<file path="src/rtl/avalon_pair_writer_pkg.sv">
// Shared types and constants for avalon_pair_writer.
//   wr_state_t : master write sequencer states
//   ADDR_A     : target register address that receives operand A
//   ADDR_B     : target register address that receives operand B
package avalon_pair_writer_pkg;

  typedef enum logic [1:0] {
    IDLE = 2'd0,
    WR_A = 2'd1,
    WR_B = 2'd2
  } wr_state_t;

  localparam logic [7:0] ADDR_A = 8'h00;
  localparam logic [7:0] ADDR_B = 8'h01;

endpackage

</file>
<file path="src/rtl/pair_fifo.sv">
// Small synchronous FIFO holding operand pairs for avalon_pair_writer.
// Ports:
//   clk_i, rst_ni  : clock, asynchronous active-low reset (empties the FIFO)
//   push_i, din_i  : write an entry (ignored when full)
//   pop_i          : drop the head entry (ignored when empty)
//   dout_o         : head entry, read combinationally from storage
//   dout_next_o    : top NEXT_W bits of the entry behind the head
//   multi_o        : more than one entry is stored
//   full_o, empty_o: occupancy flags
// DEPTH must be a power of two (pointers wrap by natural overflow), minimum 2.
module pair_fifo #(
  parameter int W      = 64,
  parameter int DEPTH  = 4,
  parameter int NEXT_W = W
) (
  input  logic              clk_i,
  input  logic              rst_ni,
  input  logic              push_i,
  input  logic              pop_i,
  input  logic [W-1:0]      din_i,
  output logic [W-1:0]      dout_o,
  output logic [NEXT_W-1:0] dout_next_o,
  output logic              multi_o,
  output logic              full_o,
  output logic              empty_o
);

  localparam int AW = (DEPTH > 1) ? $clog2(DEPTH) : 1;

  logic [W-1:0]  mem_q [DEPTH];
  logic [AW-1:0] wr_ptr_q, wr_ptr_d;
  logic [AW-1:0] rd_ptr_q, rd_ptr_d;
  logic [AW:0]   count_q, count_d;
  logic [AW-1:0] rd_next;
  logic          do_push, do_pop;
  logic [W-1:0]  next_entry;

  assign full_o  = (count_q == (AW+1)'(DEPTH));
  assign empty_o = (count_q == '0);
  assign multi_o = (count_q > (AW+1)'(1));

  assign do_push = push_i && !full_o;
  assign do_pop  = pop_i && !empty_o;

  assign rd_next     = rd_ptr_q + AW'(1);
  assign dout_o      = mem_q[rd_ptr_q];
  assign next_entry  = mem_q[rd_next];
  assign dout_next_o = next_entry[W-1 -: NEXT_W];

  always_comb begin
    wr_ptr_d = wr_ptr_q;
    rd_ptr_d = rd_ptr_q;
    count_d  = count_q;
    if (do_push) wr_ptr_d = wr_ptr_q + AW'(1);
    if (do_pop)  rd_ptr_d = rd_next;
    case ({do_push, do_pop})
      2'b10:   count_d = count_q + (AW+1)'(1);
      2'b01:   count_d = count_q - (AW+1)'(1);
      default: count_d = count_q;
    endcase
  end

  always_ff @(posedge clk_i or negedge rst_ni) begin
    if (!rst_ni) begin
      wr_ptr_q <= '0;
      rd_ptr_q <= '0;
      count_q  <= '0;
    end else begin
      wr_ptr_q <= wr_ptr_d;
      rd_ptr_q <= rd_ptr_d;
      count_q  <= count_d;
    end
  end

  // Storage is not reset: an entry is only ever read after it was written.
  always_ff @(posedge clk_i) begin
    if (do_push) mem_q[wr_ptr_q] <= din_i;
  end

endmodule

</file>
<file path="src/rtl/avalon_pair_writer.sv">
// Feeds operand pairs {A,B} from an Avalon-ST sink into an Avalon-MM slave
// as two writes per pair: A to ADDR_A, then B to ADDR_B.
// Ports:
//   csi_clk, rsi_reset_n : clock, asynchronous active-low reset
//   asi_in_*             : Avalon-ST sink; data[2N-1:N]=A, data[N-1:0]=B
//   avm_m0_*             : Avalon-MM master (address, write, writedata, waitrequest)
//   coe_busy             : FIFO non-empty or a pair write in progress
//   coe_pair_cnt         : completed-pair count (only with AVALON_PAIR_WRITER_PAIR_CNT_EN)
// Handshakes: a sink beat transfers on an edge where asi_in_valid && asi_in_ready;
// a master write transfers on an edge where avm_m0_write && !avm_m0_waitrequest.
// Address/writedata/write are held unchanged while waitrequest is high.
// Optional feature macro: AVALON_PAIR_WRITER_PAIR_CNT_EN.
module avalon_pair_writer
  import avalon_pair_writer_pkg::*;
#(
  parameter int N     = 32,
  parameter int DEPTH = 4
) (
  input  logic         csi_clk,
  input  logic         rsi_reset_n,
  input  logic [2*N-1:0] asi_in_data,
  input  logic         asi_in_valid,
  output logic         asi_in_ready,
  output logic [7:0]   avm_m0_address,
  output logic         avm_m0_write,
  output logic [N-1:0] avm_m0_writedata,
  input  logic         avm_m0_waitrequest,
  output logic         coe_busy
`ifdef AVALON_PAIR_WRITER_PAIR_CNT_EN
  ,
  output logic [15:0]  coe_pair_cnt
`endif
);

  wr_state_t      state_q, state_d;
  logic [7:0]     addr_q, addr_d;
  logic [N-1:0]   wdata_q, wdata_d;
  logic           write_q, write_d;

  logic           fifo_push, fifo_pop;
  logic           fifo_full, fifo_empty, fifo_multi;
  logic [2*N-1:0] fifo_head;
  logic [N-1:0]   fifo_next_a;
  logic           pair_done;

  // No bypass: a full FIFO refuses the beat even if the head pops this cycle.
  assign asi_in_ready = !fifo_full;
  assign fifo_push    = asi_in_valid && !fifo_full;

  pair_fifo #(
    .W      (2*N),
    .DEPTH  (DEPTH),
    .NEXT_W (N)
  ) u_fifo (
    .clk_i       (csi_clk),
    .rst_ni      (rsi_reset_n),
    .push_i      (fifo_push),
    .pop_i       (fifo_pop),
    .din_i       (asi_in_data),
    .dout_o      (fifo_head),
    .dout_next_o (fifo_next_a),
    .multi_o     (fifo_multi),
    .full_o      (fifo_full),
    .empty_o     (fifo_empty)
  );

  // The pair under transfer stays at the FIFO head until its B write completes,
  // so busy reduces to "FIFO non-empty or sequencer active".
  assign pair_done = (state_q == WR_B) && !avm_m0_waitrequest;
  assign coe_busy  = !fifo_empty || (state_q != IDLE);

  always_comb begin
    state_d  = state_q;
    addr_d   = addr_q;
    wdata_d  = wdata_q;
    write_d  = write_q;
    fifo_pop = 1'b0;
    case (state_q)
      IDLE: begin
        if (!fifo_empty) begin
          wdata_d = fifo_head[2*N-1:N];
          addr_d  = ADDR_A;
          write_d = 1'b1;
          state_d = WR_A;
        end
      end
      WR_A: begin
        if (!avm_m0_waitrequest) begin
          wdata_d = fifo_head[N-1:0];
          addr_d  = ADDR_B;
          state_d = WR_B;
        end
      end
      WR_B: begin
        if (!avm_m0_waitrequest) begin
          fifo_pop = 1'b1;
          // Only a pair already stored can follow back-to-back; one pushed on
          // this same edge is picked up from IDLE next cycle.
          if (fifo_multi) begin
            wdata_d = fifo_next_a;
            addr_d  = ADDR_A;
            state_d = WR_A;
          end else begin
            write_d = 1'b0;
            state_d = IDLE;
          end
        end
      end
      default: begin
        write_d = 1'b0;
        state_d = IDLE;
      end
    endcase
  end

  always_ff @(posedge csi_clk or negedge rsi_reset_n) begin
    if (!rsi_reset_n) begin
      state_q <= IDLE;
      addr_q  <= '0;
      wdata_q <= '0;
      write_q <= 1'b0;
    end else begin
      state_q <= state_d;
      addr_q  <= addr_d;
      wdata_q <= wdata_d;
      write_q <= write_d;
    end
  end

  assign avm_m0_address   = addr_q;
  assign avm_m0_write     = write_q;
  assign avm_m0_writedata = wdata_q;

`ifdef AVALON_PAIR_WRITER_PAIR_CNT_EN
  logic [15:0] pair_cnt_q, pair_cnt_d;

  // Wraps 0xFFFF -> 0x0000 by natural overflow.
  assign pair_cnt_d = pair_done ? pair_cnt_q + 16'd1 : pair_cnt_q;

  always_ff @(posedge csi_clk or negedge rsi_reset_n) begin
    if (!rsi_reset_n) pair_cnt_q <= '0;
    else              pair_cnt_q <= pair_cnt_d;
  end

  assign coe_pair_cnt = pair_cnt_q;
`else
  logic unused_pair_done;
  assign unused_pair_done = pair_done;
`endif

endmodule
</file>
<file path="config.mk">
export PLATFORM = sky130hd
export DESIGN_NAME = avalon_pair_writer
export DESIGN_NICKNAME = d
export VERILOG_FILES = /design/src/rtl/avalon_pair_writer_pkg.sv /design/src/rtl/pair_fifo.sv /design/src/rtl/avalon_pair_writer.sv
export SDC_FILE = /design/constraint.sdc
export NUM_CORES = 1
export LEC_CHECK = 0
export ABC_AREA = 1
export CAP_MARGIN = 25
export CORE_MARGIN = 2
export CORE_UTILIZATION = 60
export DETAILED_ROUTE_END_ITERATION = 8
export GPL_TIMING_DRIVEN = 1
export MAX_ROUTING_LAYER = met4
export PLACE_DENSITY = 0.8
export SLEW_MARGIN = 10
export SYNTH_ARGS = -nofsm -noshare
export SYNTH_HDL_FRONTEND = slang
export SYNTH_SLANG_ARGS = --single-unit
</file>
<file path="constraint.sdc">
create_clock -name csi_clk -period 6.1 [get_ports csi_clk]
set_input_delay 1.22 -clock csi_clk [delete_from_list [all_inputs] [get_ports csi_clk]]
set_output_delay 1.22 -clock csi_clk [all_outputs]
set_load 0.01 [all_outputs]
</file>
==> reports/metrics.cfg, run 1 <==
[power]
peakVddDrop_v=0.000392
power_frac_seq_pct=35.3
internal-power_mw=5.08
p_comb_share_pct=42.4
p_leak_nw=6.87
power.density_nw_per_um2=537
report.power.total_mw=8.59
sw_frac_of_total_pct=40.9
clkPwrFrac_pct=22.3
switchingPower_mw=3.51

[clock_tree]
clk_pin_slew_ns=0.06
cts_setup_buffers=0
hold_buffers=0
cts_tree=done
clock_path_buffers=3
clk_latency_ns=0.55
cts_resized=0
cts_num_sinks=299
root_buffer=clkbuf_16
cts_made_buffers=31
h-tree-depth=1

[detailed_routing]
routed_wl_mm=32.8
wl_per_cell_um=17.3
drt_iter0_markers=1137
dr_total_vias=10500
drt_first_pass_iters=6
viasPerCell=5.54
drcViolationCount=0
ant_nets=0

[sta]
max_freq_mhz=308
slew_violations=0
timing.setup.tns_ns=0
finalSetupViolCount=0
hold_violations=0
period_share_pct=53.2
slew-limit-headroom_pct=29.1
skew_ns=0.00964
tightest_slew_ns=1.06
period_needed_ns=3.25
rsz0062_at_grt=no

[final_layout]
nets=1667
final_common_cell=nand2_1
layout_common_cells=nand2_1, edfxtp_1, nor2_1
fillers=1631
regArea_um2=8770
areaGrowthSynthToFinish_pct=15.3
drive_gt1_share_pct=4.54
multi_input_comb_area_um2=4340
antenna_cells=0

[global_route]
grt_pass1_vias=10200
grt_pass1_wl_mm=51.6
gr-total-overflow=0
grt_use_total_pct=27.9
antenna_found_initial=0
grt_start_max_net_pins=103

[placement]
io_buffers=103
dp_hpwl_mm=18.6
globalplace.congestion=0.852

[synthesis]
syn_avg_cell_area_um2=9.14
ys_types=21
synth_seq_cells=299
synth_seq_area_share_pct=63.2
syn_area_um2=13900
ys_warn_count=0
netlist_instances=1518

[setup_path]
start_kind=register
endpoint_kind=output port
cp_max_fo=5
path_class=reg -> out
rr_worst_depth=10
cp_data_required_time_ns=4.88
cp_data_arrival_time_ns=2.03

[die]
die_x_um=156
core_area_um2=22600
die-height_um=156
initial_utilization_pct=61.3
boundaryPins=111
rows=55
dieArea_um2=24400

[worst_hold_path]
hold_class=reg -> reg
hold_path_depth=2

[status]
status=complete, no violations

[job]
drv_cap=0

[final cells by class]
class,count,area share [%]
flip-flops and latches,299,54.8
multi-input cells,1046,27.1
repair buffers,120,7.29
clock buffers,36,5.03
well taps,285,2.23
inverters,88,2.08
clock inverters,19,1.46
[cell families (layout without fill, tap and decap cells)]
family / Yosys count / after routing / synth area share (%)
fa+ha+maj: 13 / 13 / 1.17
compound gates: 108 / 108 / 3.97
simple gates: 913 / 913 / 25.4
xor+xnor: 5 / 5 / 0.316
buf+inv: 179 / 263 / 5.95
flops: 299 / 299 / 63.2
other cells: 1 / 7 / 0.0270
[through the flow]
step / instance area [µm²] / util (%) / std cells / setup slack [ns] / hold slack (ns)
final: 16000 / 70.7 / 1893 / 2.85 / 0.482
after CTS: 16000 / 70.7 / 1893 / 2.84 / 0.485
after floorplan: 13900 / - / 1524 / 1.54 / 0.490
after detailed placement: 15000 / 66.1 / 1838 / 2.37 / 0.468
after global placement: 15000 / 66.1 / 1838 / 2.43 / 0.462
after global routing: 16000 / 70.7 / 1893 / 2.64 / 0.511
[registers in the layout, summed over array words and instances (netlist names)]
signal and count:
u_fifo.count_q 3, avm_m0_write 1, avm_m0_writedata 32, u_fifo.rd_ptr_q 2, u_fifo.mem_q 256, state_q 2
u_fifo.wr_ptr_q 2, avm_m0_address 1
[metal layers]
metal / wire, µm / vias to the layer above / global-route usage, %
li1: - / 5008 / -
met5: 0 / - / -
met1: 13000 / 4859 / 36.7
met3: 2970 / 91 / 3.64
met2: 15900 / 521 / 45.4
met4: 920 / 0 / 9.79
[Yosys cell counts]
cell | number | area, µm²
a21oi_1 | 2 | 10.0
buf_1 | 7 | 26.3
buf_2 | 36 | 180
buf_4 | 11 | 82.6
buf_6 | 9 | 101
clkbuf_1 | 28 | 105
conb_1 | 1 | 3.75
dfrtp_1 | 43 | 1080
edfxtp_1 | 256 | 7690
ha_1 | 13 | 163
inv_1 | 86 | 323
inv_2 | 2 | 7.51
nand2_1 | 679 | 2550
nand3_1 | 76 | 380
nand4_1 | 1 | 6.26
nor2_1 | 157 | 589
o211ai_1 | 4 | 30.0
o21ai_0 | 77 | 385
o21ai_1 | 25 | 125
xnor2_1 | 2 | 17.5
xor2_1 | 3 | 26.3
[power groups by stage]
stage,combinational [mW],sequential [mW],clock [mW]
2_1_floorplan,2.55,3.03,0
3_3_place_gp,3.49,3.04,0
4_1_cts,3.61,3.03,1.93
6_report,3.64,3.04,1.92
5_1_grt,4.10,3.08,2.02
3_5_place_dp,3.58,3.07,0
[critical path, cell delays in order, from the launching register on]
cell             delay (ns)
dfrtp_1                0.44
inv_1                  0.10
ha_1                   0.24
nand3_1                0.15
clkdlybuf4s50_1        0.56
[worst paths after layout]
check                           slack, ns            startpoint                   end
max in group asynchronous            4.80           rsi_reset_n    u_fifo.rd_ptr_q[0]
worst min-delay path                 0.48  avm_m0_writedata[15]  avm_m0_writedata[15]
worst max-delay path                 2.85     u_fifo.count_q[0]              coe_busy
worst min register to register       0.48  avm_m0_writedata[15]  avm_m0_writedata[15]
min in group asynchronous            0.80           rsi_reset_n  avm_m0_writedata[30]
worst max register to register       2.86    u_fifo.rd_ptr_q[0]  avm_m0_writedata[21]
No activity file was read; power rests on OpenSTA's default activity.
==> run 2: changes to the inputs <==
--- a/config.mk
+++ b/config.mk
@@ -8,11 +8,11 @@
 export ABC_AREA = 1
 export CAP_MARGIN = 25
 export CORE_MARGIN = 2
-export CORE_UTILIZATION = 60
+export CORE_UTILIZATION = 53
 export DETAILED_ROUTE_END_ITERATION = 8
 export GPL_TIMING_DRIVEN = 1
 export MAX_ROUTING_LAYER = met4
-export PLACE_DENSITY = 0.8
+export PLACE_DENSITY = 0.75
 export SLEW_MARGIN = 10
 export SYNTH_ARGS = -nofsm -noshare
 export SYNTH_HDL_FRONTEND = slang
==> constraint.sdc (replaced) <==
create_clock -name csi_clk -period 2.7 [get_ports csi_clk]
set_input_delay 0.54 -clock csi_clk [delete_from_list [all_inputs] [get_ports csi_clk]]
set_output_delay 0.54 -clock csi_clk [all_outputs]
set_load 0.01 [all_outputs]
==> reports/metrics.cfg, run 2 (synthesis results as in run 1) <==
[detailed_routing]
routed_wl_mm=33.1  ; +0.93%
ant_nets=0  ; unchanged
drcViolationCount=0  ; unchanged
viasPerCell=5.31  ; -4.0%
drt_first_pass_iters=5  ; -1
wl_per_cell_um=16.9  ; -2.2%
drt_iter0_markers=1031  ; -9.3%
dr_total_vias=10400  ; -1.0%

[final_layout]
final_common_cell=nand2_1
drive_gt1_share_pct=4.88  ; +0.34 points
layout_common_cells=nand2_1, edfxtp_1, nor2_1
regMostFlops=u_fifo.mem_q
antenna_cells=0  ; unchanged
areaGrowthSynthToFinish_pct=16.4
final_cells=1953  ; +3.2%
largest_register_ffs=256  ; unchanged
nets=1676  ; +0.54%
design_area_um2=16100  ; +0.91%

[die]
die-height_um=166  ; +6.2%
rows=59  ; +7.3%
boundaryPins=111  ; unchanged
die_x_um=166  ; +6.2%
dieArea_um2=27500  ; +13%
core_area_um2=25900  ; +14%
initial_utilization_pct=53.5  ; -7.7 points

[global_route]
gr-total-overflow=0  ; unchanged
grtUsageMet3_pct=2.88  ; -0.76 points
grt.busiest_layer=met2
grt.met1_usage_pct=32.1  ; -4.6 points
grtUsageMet2_pct=40.1  ; -5.3 points
grt_pass1_vias=10100  ; -0.70%
antenna_found_initial=0  ; unchanged
grt_use_total_pct=24.6  ; -3.3 points
grt_start_max_net_pins=70  ; -32%
grt_pass1_wl_mm=52.6  ; +1.8%

[sta]
period_needed_ns=2.53
tightest_slew_ns=0.839  ; -0.224 ns
hold_violations=0  ; unchanged
whs_ns=0.0538  ; -0.428 ns
skew_ns=0.0135  ; +0.00381 ns
timing.setup.tns_ns=0  ; unchanged
finalSetupViolCount=0  ; unchanged
slew_violations=0  ; unchanged
slew-limit-headroom_pct=44.1  ; +15 points
period_share_pct=93.9
rsz0062_at_grt=no
max_freq_mhz=395

[power]
power.density_nw_per_um2=1200  ; +120%
internal-power_mw=11.4  ; +130%
peakVddDrop_v=0.000891  ; +130%
switchingPower_mw=8.00  ; +130%
sw_frac_of_total_pct=41.1  ; +0.27 points
clkPwrFrac_pct=21.0  ; -1.3 points
report.power.total_mw=19.4  ; +130%
power_frac_seq_pct=34.8  ; -0.5 points
p_leak_nw=6.91  ; +0.68%
p_comb_share_pct=44.2  ; +1.8 points

[clock_tree]
clk_latency_ns=0.55  ; about the same
cts_made_buffers=30  ; -3.2%
cts_num_sinks=299  ; unchanged
h-tree-depth=1  ; unchanged
cts_tree=done
clk_pin_slew_ns=0.07  ; about the same
cts_resized=0  ; unchanged
clock_path_buffers=3  ; unchanged
cts_setup_buffers=0  ; unchanged
hold_buffers=0  ; unchanged
root_buffer=clkbuf_16

[setup_path]
path_class=reg -> out
slowest_stage=clkdlybuf4s50_1
r2r-start=u_fifo.rd_ptr_q[0]
cp_data_required_time_ns=2.16  ; -2.72 ns
cpPeakStageDelay_ns=0.56  ; about the same
crit_chain=inv_1 > ha_1 > nand3_1 > clkdlybuf4s50_1
endpoint_kind=output port
cp-startpoint=u_fifo.count_q[0]
cp_data_arrival_time_ns=1.99  ; -0.04 ns
cp_max_fo=5  ; unchanged
start_kind=register

[worst_hold_path]
hold_class=in -> async

[placement]
io_buffers=103  ; unchanged
globalplace.congestion=0.839  ; -1.5%
dp_hpwl_mm=19.2  ; +3.0%
dp_cells=1898  ; +3.3%
dpl_cell_area_um2=15200  ; +1.4%

[status]
status=complete, no violations

[job]
drv_cap=0  ; unchanged

==> run 2: changes by cell type in the layout (fill, tap and decap cells not counted) <==
cell / before / now
clkinv_4: 2 / 0
clkinv_2: 5 / 7
clkinv_1: 4 / 8
buf_12: 1 / 7
bufinv_16: 5 / 3
buf_4: 16 / 20
clkinvlp_4: 2 / 0
==> run 2: per-layer routing <==
layer | vias up | wire length (µm)
met2 | 403 | 16100
met5 | - | 0
met4 | 0 | 760
met3 | 74 | 2460
li1 | 5009 | -
met1 | 4888 | 13800
==> run 2: area by class of cell <==
class                      instances  area, µm²
clock inverter                    19        166
inverter                          88        333
tap                              335        419
multi-input combinational       1046       4340
timing repair buffer             130       1320
fill                            2040       9770
sequential                       299       8770
clock buffer                      36        805
==> run 2: worst paths after layout <==
check | end | slack (ns) | cells past startpoint
max in group asynchronous | avm_m0_writedata[30] | 1.99 | 2
min in group csi_clk | avm_m0_writedata[13] | 0.48 | 2
setup reg to reg | avm_m0_writedata[20] | 0.36 | 10
hold / removal | u_fifo.count_q[0] | 0.05 | 1
setup / recovery | coe_busy | 0.17 | 4
hold reg to reg | avm_m0_writedata[13] | 0.48 | 2
==> run 2: stage by stage <==
stage	utilization, %	worst slack [ns]
floorplan	-	-0.448
global placement	58.6	0.365
detailed placement	58.6	0.370
CTS	62.3	0.153
global route	62.3	0.0826
finish	62.3	0.166
==> run 2: critical path: cells and delay by family, from the launching register on <==
kind                     cells  cell delay [ns]
AND/OR/NAND/NOR              1             0.13
buffers and inverters        2             0.65
flip-flops                   1             0.43
adder cells (fa/ha/maj)      1             0.24
==> run 2: power by group through the flow <==
| stage | combinational [mW] | clock, mW | sequential [mW] |
|---|---|---|---|
| 2_1_floorplan | 5.77 | 0 | 6.80 |
| 3_3_place_gp | 8.31 | 0 | 6.80 |
| 3_5_place_dp | 8.51 | 0 | 6.83 |
| 4_1_cts | 8.58 | 4.13 | 6.75 |
| 5_1_grt | 9.63 | 4.31 | 6.86 |
| 6_report | 8.59 | 4.09 | 6.76 |
==> run 3: changes to the inputs <==
--- a/config.mk
+++ b/config.mk
@@ -7,8 +7,10 @@
 export LEC_CHECK = 0
 export ABC_AREA = 1
 export CAP_MARGIN = 25
+export CELL_PAD_IN_SITES_DETAIL_PLACEMENT = 1
+export CELL_PAD_IN_SITES_GLOBAL_PLACEMENT = 1
 export CORE_MARGIN = 2
-export CORE_UTILIZATION = 53
+export CORE_UTILIZATION = 41
 export DETAILED_ROUTE_END_ITERATION = 8
 export GPL_TIMING_DRIVEN = 1
 export MAX_ROUTING_LAYER = met4
==> reports/metrics.cfg, run 3 (synthesis results as in run 1) <==
[sta]
slew-limit-headroom_pct=48.5  ; +4.4 points
setup_ws_ns=0.214  ; +0.0481 ns
period_share_pct=92.1  ; -1.8 points
finalSetupViolCount=0  ; unchanged
slew_violations=0  ; unchanged
hold_violations=0  ; unchanged
skew_ns=0.0125  ; -0.000927 ns
period_needed_ns=2.49  ; -0.0481 ns
tightest_slew_ns=0.773  ; -0.0661 ns
rsz0062_at_grt=no
max_freq_mhz=402  ; +1.9%

[die]
rows=67  ; +14%
dieArea_um2=35300  ; +29%
boundaryPins=111  ; unchanged
die-height_um=188  ; +13%
initial_utilization_pct=41.5  ; -12 points
die_x_um=188  ; +13%
core_area_um2=33400  ; +29%

[global_route]
gr-total-overflow=0  ; unchanged
grt_start_max_net_pins=174  ; +150%
grt_pass1_vias=11200  ; +10%
grt_use_total_pct=23.0  ; -1.7 points
antenna_found_initial=0  ; unchanged
grt_pass1_wl_mm=61.4  ; +17%

[clock_tree]
root_buffer=clkbuf_16
clk_pin_slew_ns=0.06  ; about the same
cts_num_sinks=299  ; unchanged
cts_made_buffers=35  ; +17%
cts_tree=done
h-tree-depth=2  ; +1
clk_latency_ns=0.52  ; -0.03 ns
cts_setup_buffers=0  ; unchanged
clock_path_buffers=3  ; unchanged

[detailed_routing]
drt_first_pass_iters=5  ; unchanged
drcViolationCount=0  ; unchanged
wl_per_cell_um=18.7  ; +10%
drt_iter0_markers=610  ; -41%
viasPerCell=5.08  ; -4.4%
dr_total_vias=10600  ; +1.8%
ant_nets=0  ; unchanged
routed_wl_mm=38.9  ; +18%

[final_layout]
final_core_util_pct=49.2  ; -13 points
layout_common_cells=nand2_1, edfxtp_1, nor2_1
final_common_cell=nand2_1
fillers=3746  ; +84%
largest_register_ffs=256  ; unchanged
antenna_cells=0  ; unchanged
areaGrowthSynthToFinish_pct=18.6
drive_gt1_share_pct=5.46  ; +0.57 points
nets=1688  ; +0.72%
regMostFlops=u_fifo.mem_q

[power]
switchingPower_mw=8.49  ; +6.2%
sw_frac_of_total_pct=41.9  ; +0.79 points
power.density_nw_per_um2=1230  ; +2.2%
internal-power_mw=11.8  ; +2.8%
p_leak_nw=7.00  ; +1.2%
peakVddDrop_v=0.000591  ; -34%
clkPwrFrac_pct=22.2  ; +1.2 points
report.power.total_mw=20.2  ; +4.2%
p_comb_share_pct=44.6  ; +0.4 points
power_frac_seq_pct=33.2  ; -1.6 points

[setup_path]
path_class=reg -> out
cpPeakStageDelay_ns=0.55  ; about the same
slowest_stage=clkdlybuf4s50_1
r2r-start=u_fifo.count_q[0]
cp_data_required_time_ns=2.16  ; about the same
r2r_end=u_fifo.count_q[2]
endpoint_kind=output port
start_kind=register
cp_data_arrival_time_ns=1.95  ; -0.04 ns
cp_max_fo=5  ; unchanged
r2r_slack_ns=0.49  ; +0.13 ns
crit_chain=inv_1 > ha_1 > nand3_1 > clkdlybuf4s50_1
rr_worst_depth=9  ; -1

[placement]
io_buffers=103  ; unchanged
dp_hpwl_mm=23.8  ; +24%
globalplace.congestion=0.758  ; -9.7%
place_ws_ns=0.326  ; -0.0439 ns

[status]
status=complete, no violations

[worst_hold_path]
hold_path_depth=2
hold_class=reg -> reg
hold_end=avm_m0_writedata[18]
hold_path.startpoint=avm_m0_writedata[18]

[job]
drv_cap=0  ; unchanged

run 3: changes by cell type in the layout (fill, tap and decap cells not counted), moves of 3 or more:
cell       previous run  this run
clkbuf_1              4         9
buf_4                20        25
clkbuf_16            31        35
clkinv_1              8         5
clkinv_2              7         3
inv_6                 0         3
run 3: routing by layer:
metal | routed length, µm | vias up | global-route usage, %
met5 | 0 | - | -
met4 | 834 | 0 | 6.42
met3 | 1570 | 65 | 2.90
met2 | 18900 | 230 | 38.5
met1 | 17600 | 5229 | 29.4
li1 | - | 5036 | -
run 3: area by class of cell:
cell class              instances  area, µm²  share of cell area, %
clock buffers                  46        937                   5.69
flip-flops and latches        299       8770                   53.3
repair buffers                137       1380                   8.41
multi-input cells            1046       4340                   26.4
well taps                     448        561                   3.41
clock inverters                15        139                  0.844
inverters                      88        333                   2.02
run 3: how the worst max path moves through the flow:
stage                     slack [ns]              start            endpoint
after floorplan                -0.45  u_fifo.count_q[0]  u_fifo.mem_q[0][0]
after global placement          0.34       asi_in_valid   u_fifo.count_q[2]
after detailed placement        0.33       asi_in_valid   u_fifo.count_q[2]
after CTS                       0.20  u_fifo.count_q[0]            coe_busy
after global routing            0.10  u_fifo.count_q[0]            coe_busy
final                           0.21  u_fifo.count_q[0]            coe_busy
run 3: what timing repair did:
action                    in CTS  in global routing
resized for setup              0                  0
hold endpoints to repair      14                  0
hold buffers                   1                  0
run 3: critical path: cells and delay by family (launching register included):
kind / cells / cell delay, ns
buffers and inverters: 2 / 0.64
adders and majority gates: 1 / 0.23
and+or+nand+nor: 1 / 0.13
DFF: 1 / 0.43
run 3: power groups by stage:
stage / clock network, mW / registers [mW] / logic, mW
after floorplan: 0 / 6.80 / 5.77
after global placement: 0 / 6.74 / 8.78
after detailed placement: 0 / 6.80 / 9.01
after CTS: 4.60 / 6.72 / 9.11
after global routing: 4.75 / 6.81 / 10.2
final: 4.49 / 6.72 / 9.04
run 3: stage by stage:
stage	area, µm²	std cells	hold WS (ns)	setup TNS, ns
floorplan	13900	1524	0.244	-114.65
global placement	15400	2017	0.461	0
detailed placement	15400	2017	0.467	0
CTS	16500	2079	0.483	0
global route	16500	2079	0.500	0
finish	16500	2079	0.477	0
